--- src/rtl/alu_pkg.sv ---
// Shared definitions for the iterative ALU: 4-bit operation codes, FSM state
// encoding and a small decode helper. Code 1001 (ALU_SLTU) is only honoured
// when the ALU_SLTU_EN macro is defined; otherwise it executes as ADD.
package alu_pkg;

    localparam logic [3:0] ALU_ADD  = 4'b0000;
    localparam logic [3:0] ALU_SUB  = 4'b0001;
    localparam logic [3:0] ALU_AND  = 4'b0010;
    localparam logic [3:0] ALU_OR   = 4'b0011;
    localparam logic [3:0] ALU_XOR  = 4'b0100;
    localparam logic [3:0] ALU_SLL  = 4'b0101;
    localparam logic [3:0] ALU_SRL  = 4'b0110;
    localparam logic [3:0] ALU_SRA  = 4'b0111;
    localparam logic [3:0] ALU_SLT  = 4'b1000;
    localparam logic [3:0] ALU_SLTU = 4'b1001;

    typedef enum logic [1:0] {
        StIdle  = 2'b00,
        StShift = 2'b01,
        StDone  = 2'b10
    } alu_state_t;

    // True for the three codes handled by the bit-serial shifter.
    function automatic logic is_shift(input logic [3:0] code);
        return (code == ALU_SLL) || (code == ALU_SRL) || (code == ALU_SRA);
    endfunction

endpackage

--- src/rtl/alu_logic_unit.sv ---
// Single-cycle combinational part of the ALU: ADD/SUB/AND/OR/XOR/SLT, plus
// SLTU when ALU_SLTU_EN is defined. Shift codes and undefined codes fall
// through to ADD; the top selects the shifter path for shifts.
module alu_logic_unit
    import alu_pkg::*;
#(
    parameter int unsigned XLEN = 32
) (
    input  logic [3:0]      alu_ctrl,
    input  logic [XLEN-1:0] op_a,
    input  logic [XLEN-1:0] op_b,
    output logic [XLEN-1:0] res
);

    logic w_lt_signed;
`ifdef ALU_SLTU_EN
    logic w_lt_unsigned;
    assign w_lt_unsigned = (op_a < op_b);
`endif

    assign w_lt_signed = ($signed(op_a) < $signed(op_b));

    // Decode the operation; anything not listed behaves as ADD.
    always_comb begin
        res = op_a + op_b;
        case (alu_ctrl)
            ALU_SUB: res = op_a - op_b;
            ALU_AND: res = op_a & op_b;
            ALU_OR:  res = op_a | op_b;
            ALU_XOR: res = op_a ^ op_b;
            ALU_SLT: res = {{(XLEN-1){1'b0}}, w_lt_signed};
`ifdef ALU_SLTU_EN
            ALU_SLTU: res = {{(XLEN-1){1'b0}}, w_lt_unsigned};
`endif
            default: res = op_a + op_b;
        endcase
    end

endmodule

--- src/rtl/alu_iterative.sv ---
// Area-reduced execute-stage ALU. Non-shift operations finish in one registered
// cycle; SLL/SRL/SRA shift one bit per cycle. Valid/ready on both sides, with
// no overlap between consecutive operations (IDLE -> SHIFT -> DONE).
// Optional feature: define ALU_SLTU_EN to enable code 1001 as SLTU.
module alu_iterative
    import alu_pkg::*;
#(
    parameter int unsigned XLEN = 32
) (
    input  logic            clk,
    input  logic            rst,
    input  logic            in_valid,
    output logic            in_ready,
    input  logic [3:0]      alu_ctrl,
    input  logic [XLEN-1:0] op_a,
    input  logic [XLEN-1:0] op_b,
    output logic            out_valid,
    input  logic            out_ready,
    output logic [XLEN-1:0] result,
    output logic            zero,
    output logic            busy
);

    localparam int unsigned ShW = $clog2(XLEN);
    localparam logic [ShW-1:0] CntOne = ShW'(1);

    alu_state_t      r_state;
    alu_state_t      w_state_next;
    logic [XLEN-1:0] r_acc;
    logic [ShW-1:0]  r_cnt;
    logic [3:0]      r_ctrl;
    logic [XLEN-1:0] r_result;

    logic [ShW-1:0]  w_shamt;
    logic            w_accept;
    logic            w_shift_start;
    logic [XLEN-1:0] w_logic_res;
    logic [XLEN-1:0] w_imm_res;
    logic [XLEN-1:0] w_acc_shift;

    assign w_shamt       = op_b[ShW-1:0];
    assign w_accept      = in_valid && (r_state == StIdle);
    assign w_shift_start = is_shift(alu_ctrl) && (w_shamt != '0);

    alu_logic_unit #(
        .XLEN (XLEN)
    ) u_logic (
        .alu_ctrl (alu_ctrl),
        .op_a     (op_a),
        .op_b     (op_b),
        .res      (w_logic_res)
    );

    // A shift by zero is a pass-through of op_a and completes like a logic op.
    assign w_imm_res = is_shift(alu_ctrl) ? op_a : w_logic_res;

    // One-bit step of the serial shifter, selected by the latched code.
    always_comb begin
        w_acc_shift = {r_acc[XLEN-2:0], 1'b0};
        case (r_ctrl)
            ALU_SRL: w_acc_shift = {1'b0, r_acc[XLEN-1:1]};
            ALU_SRA: w_acc_shift = {r_acc[XLEN-1], r_acc[XLEN-1:1]};
            default: w_acc_shift = {r_acc[XLEN-2:0], 1'b0};
        endcase
    end

    // FSM state register.
    always_ff @(posedge clk) begin
        if (rst) begin
            r_state <= StIdle;
        end else begin
            r_state <= w_state_next;
        end
    end

    // Next-state and handshake outputs.
    always_comb begin
        w_state_next = r_state;
        in_ready     = 1'b0;
        out_valid    = 1'b0;
        busy         = 1'b1;
        unique case (r_state)
            StIdle: begin
                in_ready = 1'b1;
                busy     = 1'b0;
                if (in_valid) begin
                    w_state_next = w_shift_start ? StShift : StDone;
                end
            end
            StShift: begin
                if (r_cnt == CntOne) begin
                    w_state_next = StDone;
                end
            end
            StDone: begin
                out_valid = 1'b1;
                if (out_ready) begin
                    w_state_next = StIdle;
                end
            end
            default: w_state_next = StIdle;
        endcase
        zero = out_valid && (r_result == '0);
    end

    // Datapath: operand latch, shift accumulator/counter and result register.
    always_ff @(posedge clk) begin
        if (rst) begin
            r_acc    <= '0;
            r_cnt    <= '0;
            r_ctrl   <= ALU_ADD;
            r_result <= '0;
        end else begin
            case (r_state)
                StIdle: begin
                    if (w_accept) begin
                        r_ctrl <= alu_ctrl;
                        if (w_shift_start) begin
                            r_acc <= op_a;
                            r_cnt <= w_shamt;
                        end else begin
                            r_result <= w_imm_res;
                        end
                    end
                end
                StShift: begin
                    r_acc <= w_acc_shift;
                    r_cnt <= r_cnt - CntOne;
                    if (r_cnt == CntOne) begin
                        r_result <= w_acc_shift;
                    end
                end
                default: ;
            endcase
        end
    end

    assign result = r_result;

endmodule

--- config.mk ---
export PLATFORM = sky130hd
export DESIGN_NAME = alu_iterative
export DESIGN_NICKNAME = d
export VERILOG_FILES = /design/src/rtl/alu_pkg.sv /design/src/rtl/alu_logic_unit.sv /design/src/rtl/alu_iterative.sv
export SDC_FILE = /design/constraint.sdc
export NUM_CORES = 1
export LEC_CHECK = 0
export ABC_AREA = 1
export ABC_CLOCK_PERIOD_IN_PS = 4950
export CORE_MARGIN = 5
export CORE_UTILIZATION = 55
export DETAILED_ROUTE_END_ITERATION = 10
export PLACE_DENSITY = 0.78
export SLEW_MARGIN = 40
export SYNTH_ARGS = -nofsm -noshare
export SYNTH_HDL_FRONTEND = slang
export SYNTH_SLANG_ARGS = --single-unit
export TNS_END_PERCENT = 100
--- constraint.sdc ---
create_clock -name clk -period 4.95 [get_ports clk]
set_clock_uncertainty 0.1 [all_clocks]
set_input_delay 0.99 -clock clk [delete_from_list [all_inputs] [get_ports clk]]
set_output_delay 0.99 -clock clk [all_outputs]
set_load 0.005 [all_outputs]
# Word level (Yosys, flattened, before mapping)
# Cells that the tools add are included.
# word_totals
register_bits	75
inputBits	72
elab_cells	65
# op_classes
add_sub_neg	3
magnitude_cmp	1
n_eq_ne	19
n_mux	21
bitwise_logic	3
reduce_logical	13
# ops
cell	n
two-way mux 32 bit	6
case mux 32 bit (2 select lines)	3
case mux 32 bit (5 select lines)	1
adder 32 bit	1
bitwise AND 32 bit	1
zero test 32 bit	1
less-than comparator 32 bit	1
bitwise OR 32 bit	1
subtractor 32 bit	1
bitwise XOR 32 bit	1
equality test 4 x 3 -> 1 bit, second input constant	6
inequality test 2 bit, second input constant	6
two-way mux 5 bit	2
case mux 5 bit (2 select lines)	1
equality test 4 x 2 -> 1 bit, second input constant	2
two-way mux 2 bit	4
case mux 2 bit (3 select lines)	1
AND reduction 3 bit	2
equality test 5 x 1 -> 1 bit, second input constant	1
nonzero test 5 bit	1
subtractor 5 x 1 -> 5 bit, second input constant	1
equality test 4 x 1 -> 1 bit, second input constant	1
equality test 4 bit, second input constant	1
AND reduction 4 bit	1
8 further kinds	13

# Depth between registers and ports, before layout
# Gate-level depths: netlist of the first run.
# logic_depth
word_depth	7
mapped_depth	19

# Cells and area by module
# From an unflattened synthesis of the first run, not the netlist that was laid out.
# hier_totals
hier_cells	2194
hier_area_um2	11275.8
# by_module_without_submodules
mod	instances	cells_each	area_each_um2	seq_area_each_um2
alu_logic_unit	1	1286	6381.1	0.0
alu_iterative	1	908	4894.7	1501.4

# Least setup slack after synthesis of the first run
# No wires, ideal clock.
# synth_timing
kind	input -> register
startpoint	input op_a[0]
endpoint	register r_result[26], in the netlist result[26]
setup_time_ns	0.122
t_arrival_ns	2.518
required_time_ns	4.728
slack_ns	2.211
path_stages	16
path_buffers	0
cell_sequence	inv_1 > ha_1 > inv_1 > fa_1 > nand2_1 > nand2_1 > nand3_1 > nand2_2 > nand2_1 > nand2_2 > nand3_1 > nand3_1 > nand3_1 > nand2_1 > o21ai_0 > a21oi_1
# synth_via
elab_chain_len	6
word_cells_on_any_way	7
classes_between	2 x add/sub; 5 x mux
# synth_rtl
item	line	source
from (decl)	alu_iterative.sv:15	input logic [XLEN-1:0] op_a,
adder 32 bit or subtractor 32 bit (tied branches)	n/a	
case mux 32 bit (5 select lines) *	alu_logic_unit.sv:26	case (alu_ctrl)
two-way mux 32 bit *	alu_iterative.sv:55	assign w_imm_res = is_shift(alu_ctrl) ? op_a : w_logic_res;
two-way mux 32 bit *	alu_iterative.sv:118	if (w_shift_start) begin
two-way mux 32 bit *	alu_iterative.sv:116	if (w_accept) begin
case mux 32 bit (2 select lines) *	alu_iterative.sv:114	case (r_state)
to (signal assigned)	alu_iterative.sv:122	r_result <= w_imm_res;
to (signal assigned)	alu_iterative.sv:130	r_result <= w_acc_shift;
to (decl)	alu_iterative.sv:32	logic [XLEN-1:0] r_result;
# Every way passes the cells marked *; elsewhere a longest branch is shown, timed or not. The select of a mux whose other input is x is not followed.
# A chain may end at the register's enable or synchronous reset.

# Final worst setup path of the first run
# layout_timing
startpoint	input op_b[0]
endpoint	register r_result[30], in the netlist result[30]
# layout_via
elab_chain_len	6
word_cells_on_any_way	11
classes_between	2 x add/sub; 1 x eq/ne; 5 x mux; 3 x reduce/logical
# layout_rtl
item	line	source
from (decl)	alu_iterative.sv:16	input logic [XLEN-1:0] op_b,
adder 32 bit or subtractor 32 bit (tied branches)	n/a	
case mux 32 bit (5 select lines)	alu_logic_unit.sv:26	
two-way mux 32 bit	alu_iterative.sv:55	
two-way mux 32 bit	alu_iterative.sv:118	
two-way mux 32 bit	alu_iterative.sv:116	
case mux 32 bit (2 select lines)	alu_iterative.sv:114	
# Parallel ways exist; a longest one is shown, timed or not. The select of a mux whose other input is x is not followed.

==> flow_summary.toml, run 1 <==
[placed_design]
routabilityCongestion = 1.11
numPortBuffers = 107
hpwl_mm = 32.7

[timing]
timing.fmax_mhz = 273
setup_tns_ps = 0
slew_headroom = 0.414
slew_violations = 0
rsz0062_at_grt = "no"
timing.final.crit_period_ps = 3660
tightest_slew_ps = 874
fin_crit_sh = 0.739
setup_viol = 0
hold_violations = 0

[cells_and_area]
drive_above_1_share = 0.0380
layout.nets = 2065
diodes = 0
nFillCells = 1869
syn_to_final_growth_pct = 14.0

[grt]
grtUsageTotal = 0.367
antenna_found_initial = 0
grt_overflow_total = 0
grt_pass1_vias = 11400
grt_max_degree = 59
grt_pass1_wl_mm = 62.7

[clock_network]
cts_root_buf = "clkbuf_16"
cts_tree = "done"
post-cts-setup-buffer-count = 0
clockBufferDepth = 2
clkSlewWorstSetupHoldPaths_ps = 60
cts_made_buffers = 9
htreeDepth = 3
worstSkewPairLatency_ps = 350
cts_resized = 0
cts.sinks = 75
ctsHoldBuffers = 0

[synthesis]
synthArstFlopShare = 0
yosysMostFrequentCell = "nand2_1"
synth_top_area_cell = "nand2_1"
syn_inst = 1843
synthTopCellsByArea = "nand2_1, dfxtp_1, inv_1"
ys_seq_elements = 75
synth_fp_nets = 2015
synth_ff_type = "dfxtp_1"
yosysTopAreaCellShare = 0.174
synth_edf_count = 0
syn_avg_cell_area_um2 = 5.58
syn-cell-area_mm2 = 0.0103
yosysSeqAreaShare = 0.146
synthDistinctLibCells = 47
synthTopCellsByCount = "nand2_1, inv_1, a21oi_1"
yosysWarnings = 0

[die]
initial_core_util = 0.554
die_w_um = 147
die_h_um = 147
ios = 108
rows = 50
die-area_mm2 = 0.0215
core_mm2 = 0.0186

[route]
finalWirelength_mm = 41.4
wl_per_cell_um = 19.4
ant_nets = 0
vias_per_cell = 5.91
num_vias = 12600
drtPass1Iterations = 5
drt_iter0_drc = 1497
drc_errors = 0

[power]
irDropWorstVdd_mv = 0.188
switching_share = 0.415
p_switching_uw = 1200
p_comb_frac = 0.447
power_density_mw_per_mm2 = 247
p_total_uw = 2890
p_leak_uw = 0.00607
clockPowerShare = 0.290
p_int_uw = 1690
seqPwrFrac = 0.264

[setup_path]
cp-start-kind = "input pin"
arrival_ps = 3790
cp-end-kind = "flop"
timing.rr.start = "r_ctrl[3]"
critPathMaxFanout = 4
worstSetupPathType = "input pin to flop"
cp_data_required_time_ps = 5080
cp-startpoint = "op_b[0]"

[outcome]
status = "completed"

[hold_path]
worstHoldPathType = "flop to flop"
hold_start = "r_ctrl[3]"

[job]
drv_cap = 0
==> cell usage in the layout (no fill, tap or decap), types with 38 or more instances in the layout <==
cell,count
ha_1,98
a211oi_1,44
a21oi_1,174
nand3_1,102
nor2_1,167
dfxtp_1,75
nand2_1,477
clkdlybuf4s50_1,107
inv_1,328
o21ai_1,38
o21ai_0,87
==> layer usage <==
| metal | global-route usage | vias to the layer above | share of wire |
|---|---|---|---|
| met4 | 0.233 | 0 | 0.076 |
| met2 | 0.597 | 715 | 0.44 |
| met3 | 0.0521 | 163 | 0.087 |
| met5 | 0 | - | 0 |
| met1 | 0.457 | 5681 | 0.39 |
| li1 | - | 6029 | - |
==> cells by family (layout without fill, tap and decap cells) <==
family	after synthesis	after routing	share of synthesized area
AO/OA/AOI/OAI	405	405	0.223
adder cells (fa/ha/maj)	100	100	0.123
buffers and inverters	424	478	0.164
flip-flops	75	75	0.146
AND/OR/NAND/NOR	832	832	0.338
XOR/XNOR	7	7	0.00596
==> final cells by class <==
type	instances	area, um2	share of cell area
clock buffer	9	225	0.0192
clock inverter	6	138	0.0117
inverter	339	1270	0.109
multi-input combinational	1344	7100	0.605
sequential	75	1500	0.128
tap	234	293	0.0250
timing repair buffer	124	1200	0.102
==> state kept, by name, summed over array words and instances, names as in the netlist <==
register	flops
r_acc	32
result	32
r_cnt	5
r_ctrl	4
r_state	2
==> critical path, stage by stage <==
cell and delay (ps):
clkdlybuf4s50_1 600, ha_1 280, inv_1 70, fa_1 390, inv_1 140, nand2_1 70, nand3_1 200, nand2_1 90
nand2_1 240, nand2_1 110, nand2_1 80, nand2_1 50, nand3_1 110, nand4_1 120, nand2_1 170, a21oi_1 80
==> final timing paths <==
check / cells after the start / to / slack (ps)
setup / recovery: 16 / result[30] / 1290
hold reg to reg: 2 / r_ctrl[3] / 360
hold / removal: 2 / r_ctrl[3] / 360
setup reg to reg: 7 / r_acc[12] / 2430
==> per-stage QoR <==
stage          utilization  instances  hold WS [ps]  cell area, um2  worst slack [ps]
2_1_floorplan            -       1843           329           10300              2210
3_3_place_gp         0.612       2116           351           11400               951
3_5_place_dp         0.612       2116           358           11400              1010
4_1_cts              0.631       2131           366           11700              1340
5_1_grt              0.631       2131           389           11700              1070
6_report             0.631       2131           361           11700              1290
==> power by group through the flow <==
stage               sequential [uW]  combinational (uW)  clock (uW)
floorplan                       753                 791           0
global placement                769                1240           0
detailed placement              770                1260           0
CTS                             760                1270         835
global route                    770                1410         860
finish                          764                1290         839
(Power assumes the default switching activity.)
==> run 2: changes to the inputs <==
--- a/config.mk
+++ b/config.mk
@@ -6,7 +6,7 @@
 export NUM_CORES = 1
 export LEC_CHECK = 0
 export ABC_AREA = 1
-export ABC_CLOCK_PERIOD_IN_PS = 4950
+export ABC_CLOCK_PERIOD_IN_PS = 3700
 export CORE_MARGIN = 5
 export CORE_UTILIZATION = 55
 export DETAILED_ROUTE_END_ITERATION = 10
==> constraint.sdc (replaced) <==
create_clock -name clk -period 3.7 [get_ports clk]
set_clock_uncertainty 0.1 [all_clocks]
set_input_delay 0.74 -clock clk [delete_from_list [all_inputs] [get_ports clk]]
set_output_delay 0.74 -clock clk [all_outputs]
set_load 0.005 [all_outputs]
==> run 2 against run 1 <==
  * Clock-buffer cell count is the same
  * Critical endpoint is now result[26]
  * Sequential share of layout area fell by 0.42 points
  * Total power up 37%
  * Clock power up 33%
  * Via count rose by 2.0%
  * First-iteration DRC count is 16% lower
  * Combinational power increased by 41%
  * Worst setup slack got worse by 1100 ps
  * Register-to-register slack worse by 1000 ps
  * Final cell count increased by 2.3%
  * Non-clock buffer count grew 49
  * Sequential cell count unchanged
==> flow_summary.toml, run 2 (synthesized netlist as in run 1, its figures left out) <==
[clock_network]
worstSkewPairLatency_ps = 340
ctsHoldBuffers = 0
clockBufferDepth = 2
cts_root_buf = "clkbuf_16"
cts_made_buffers = 9
cts_tree = "done"
post-cts-setup-buffer-count = 0
cts.sinks = 75
htreeDepth = 3
cts_resized = 0
clkSlewWorstSetupHoldPaths_ps = 70

[timing]
fin_crit_sh = 0.936
timing.fmax_mhz = 289
setup_viol = 0
hold_ws_ps = 372
timing.final.crit_period_ps = 3460
rsz0062_at_grt = "no"
hold_violations = 0
slew_headroom = 0.511
slew_violations = 0
tightest_slew_ps = 733

[cells_and_area]
layout_commonest_cell = "nand2_1"
stdcell_count = 2180
final_util = 0.653
drive_above_1_share = 0.0617
layout_common_cells = "nand2_1, inv_1, a21oi_1"
layout.nets = 2114
stdcell_area_mm2 = 0.0121
syn_to_final_growth_pct = 17.9
diodes = 0

[grt]
grt_pass1_vias = 12000
antenna_found_initial = 0
grtUsageTotal = 0.382
grt_pass1_wl_mm = 65.9
grt_overflow_total = 0
grt_max_degree = 61

[route]
ant_nets = 0
vias_per_cell = 5.89
finalWirelength_mm = 42.9
drtPass1Iterations = 5
drt_iter0_drc = 1250
num_vias = 12800
drc_errors = 0
wl_per_cell_um = 19.7

[hold_path]
worstHoldPathType = "flop to flop"
hold_depth = 2

[placed_design]
routabilityCongestion = 1.06
placed_cells = 2165
numPortBuffers = 107
hpwl_mm = 34.0
place_area_mm2 = 0.0118

[die]
die_w_um = 147
core_mm2 = 0.0186
initial_core_util = 0.554
die_h_um = 147
rows = 50
die-area_mm2 = 0.0215
ios = 108

[job]
drv_cap = 0

[setup_path]
cp_slowest_cell = "clkdlybuf4s50_1"
cp-start-kind = "input pin"
slowest_delay_ps = 610
cp_data_required_time_ps = 3820
arrival_ps = 3580
crit_path_cell_trace = "clkdlybuf4s50_1 -> inv_1 -> ha_1 -> nand2_1 -> nor2_1 -> nand2_1 -> nor3_1 -> nand2_1 -> nand2_1 -> nand2_1 -> nand3_1 -> nand2_1 -> o21ai_0 -> a21oi_1"
worst-path-stages = 14
reg2regPathDepth = 8
cpMostUsedCell = "nand2_1"
path_delay_family = "simple AND/OR/NAND/NOR gates"
cp_num_buf_inv = 2
critPathMaxFanout = 9
cp-end-kind = "flop"
worstSetupPathType = "input pin to flop"

[power]
power_density_mw_per_mm2 = 327
irDropWorstVdd_mv = 0.256
p_leak_uw = 0.00633

[outcome]
status = "completed"
-- run 2: cell count changes in the layout (fill, tap and decap cells not counted), sizes merged --
cell / previous run / this run
buf: 17 / 66
clkinv: 3 / 2
inv: 338 / 339
-- run 2: final cells by class --
| cell class | instances | area, um2 |
|---|---|---|
| multi-input combinational | 1344 | 7100 |
| clock buffer | 9 | 225 |
| timing repair buffer | 173 | 1600 |
| sequential | 75 | 1500 |
| inverter | 339 | 1270 |
| tap | 234 | 293 |
| clock inverter | 6 | 138 |
| fill | 1808 | 6440 |
-- run 2: final timing paths --
path | slack [ps] | startpoint | endpoint
max reg2reg | 1420 | r_ctrl[3] | result[4]
min | 370 | r_ctrl[3] | r_ctrl[3]
max | 240 | op_a[24] | result[26]
min reg2reg | 370 | r_ctrl[3] | r_ctrl[3]
-- run 2: through the flow --
step / setup WS, ps / power (uW) / TNS [ps]
floorplan: 1210 / 2070 / 0
global placement: 36.4 / 2780 / 0
detailed placement: -21.7 / 2800 / -21.7
CTS: 341 / 3920 / 0
global route: 70.4 / 4160 / 0
finish: 238 / 3960 / 0
-- run 2: power by group --
group	switching (uW)	leakage, uW	internal (uW)
clock network	389	0.000176	728
registers	100	0.000618	922
logic	1150	0.00554	674
total	1640	0.00633	2320
-- run 2: worst register-to-register path, cell delays in order (launching register included) --
cell	delay, ps
dfxtp_1	310
inv_1	50
nand3_1	370
buf_4	450
a21oi_1	150
o21ai_0	130
o21ai_0	180
o221ai_1	310
a21oi_1	110
-- run 2: routing by layer --
metal | routed length, um | global-route usage | up-vias
met5 | 0 | 0 | -
met4 | 3220 | 0.243 | 0
met3 | 3480 | 0.0490 | 182
met2 | 19400 | 0.634 | 775
met1 | 16900 | 0.468 | 5767
li1 | - | - | 6115
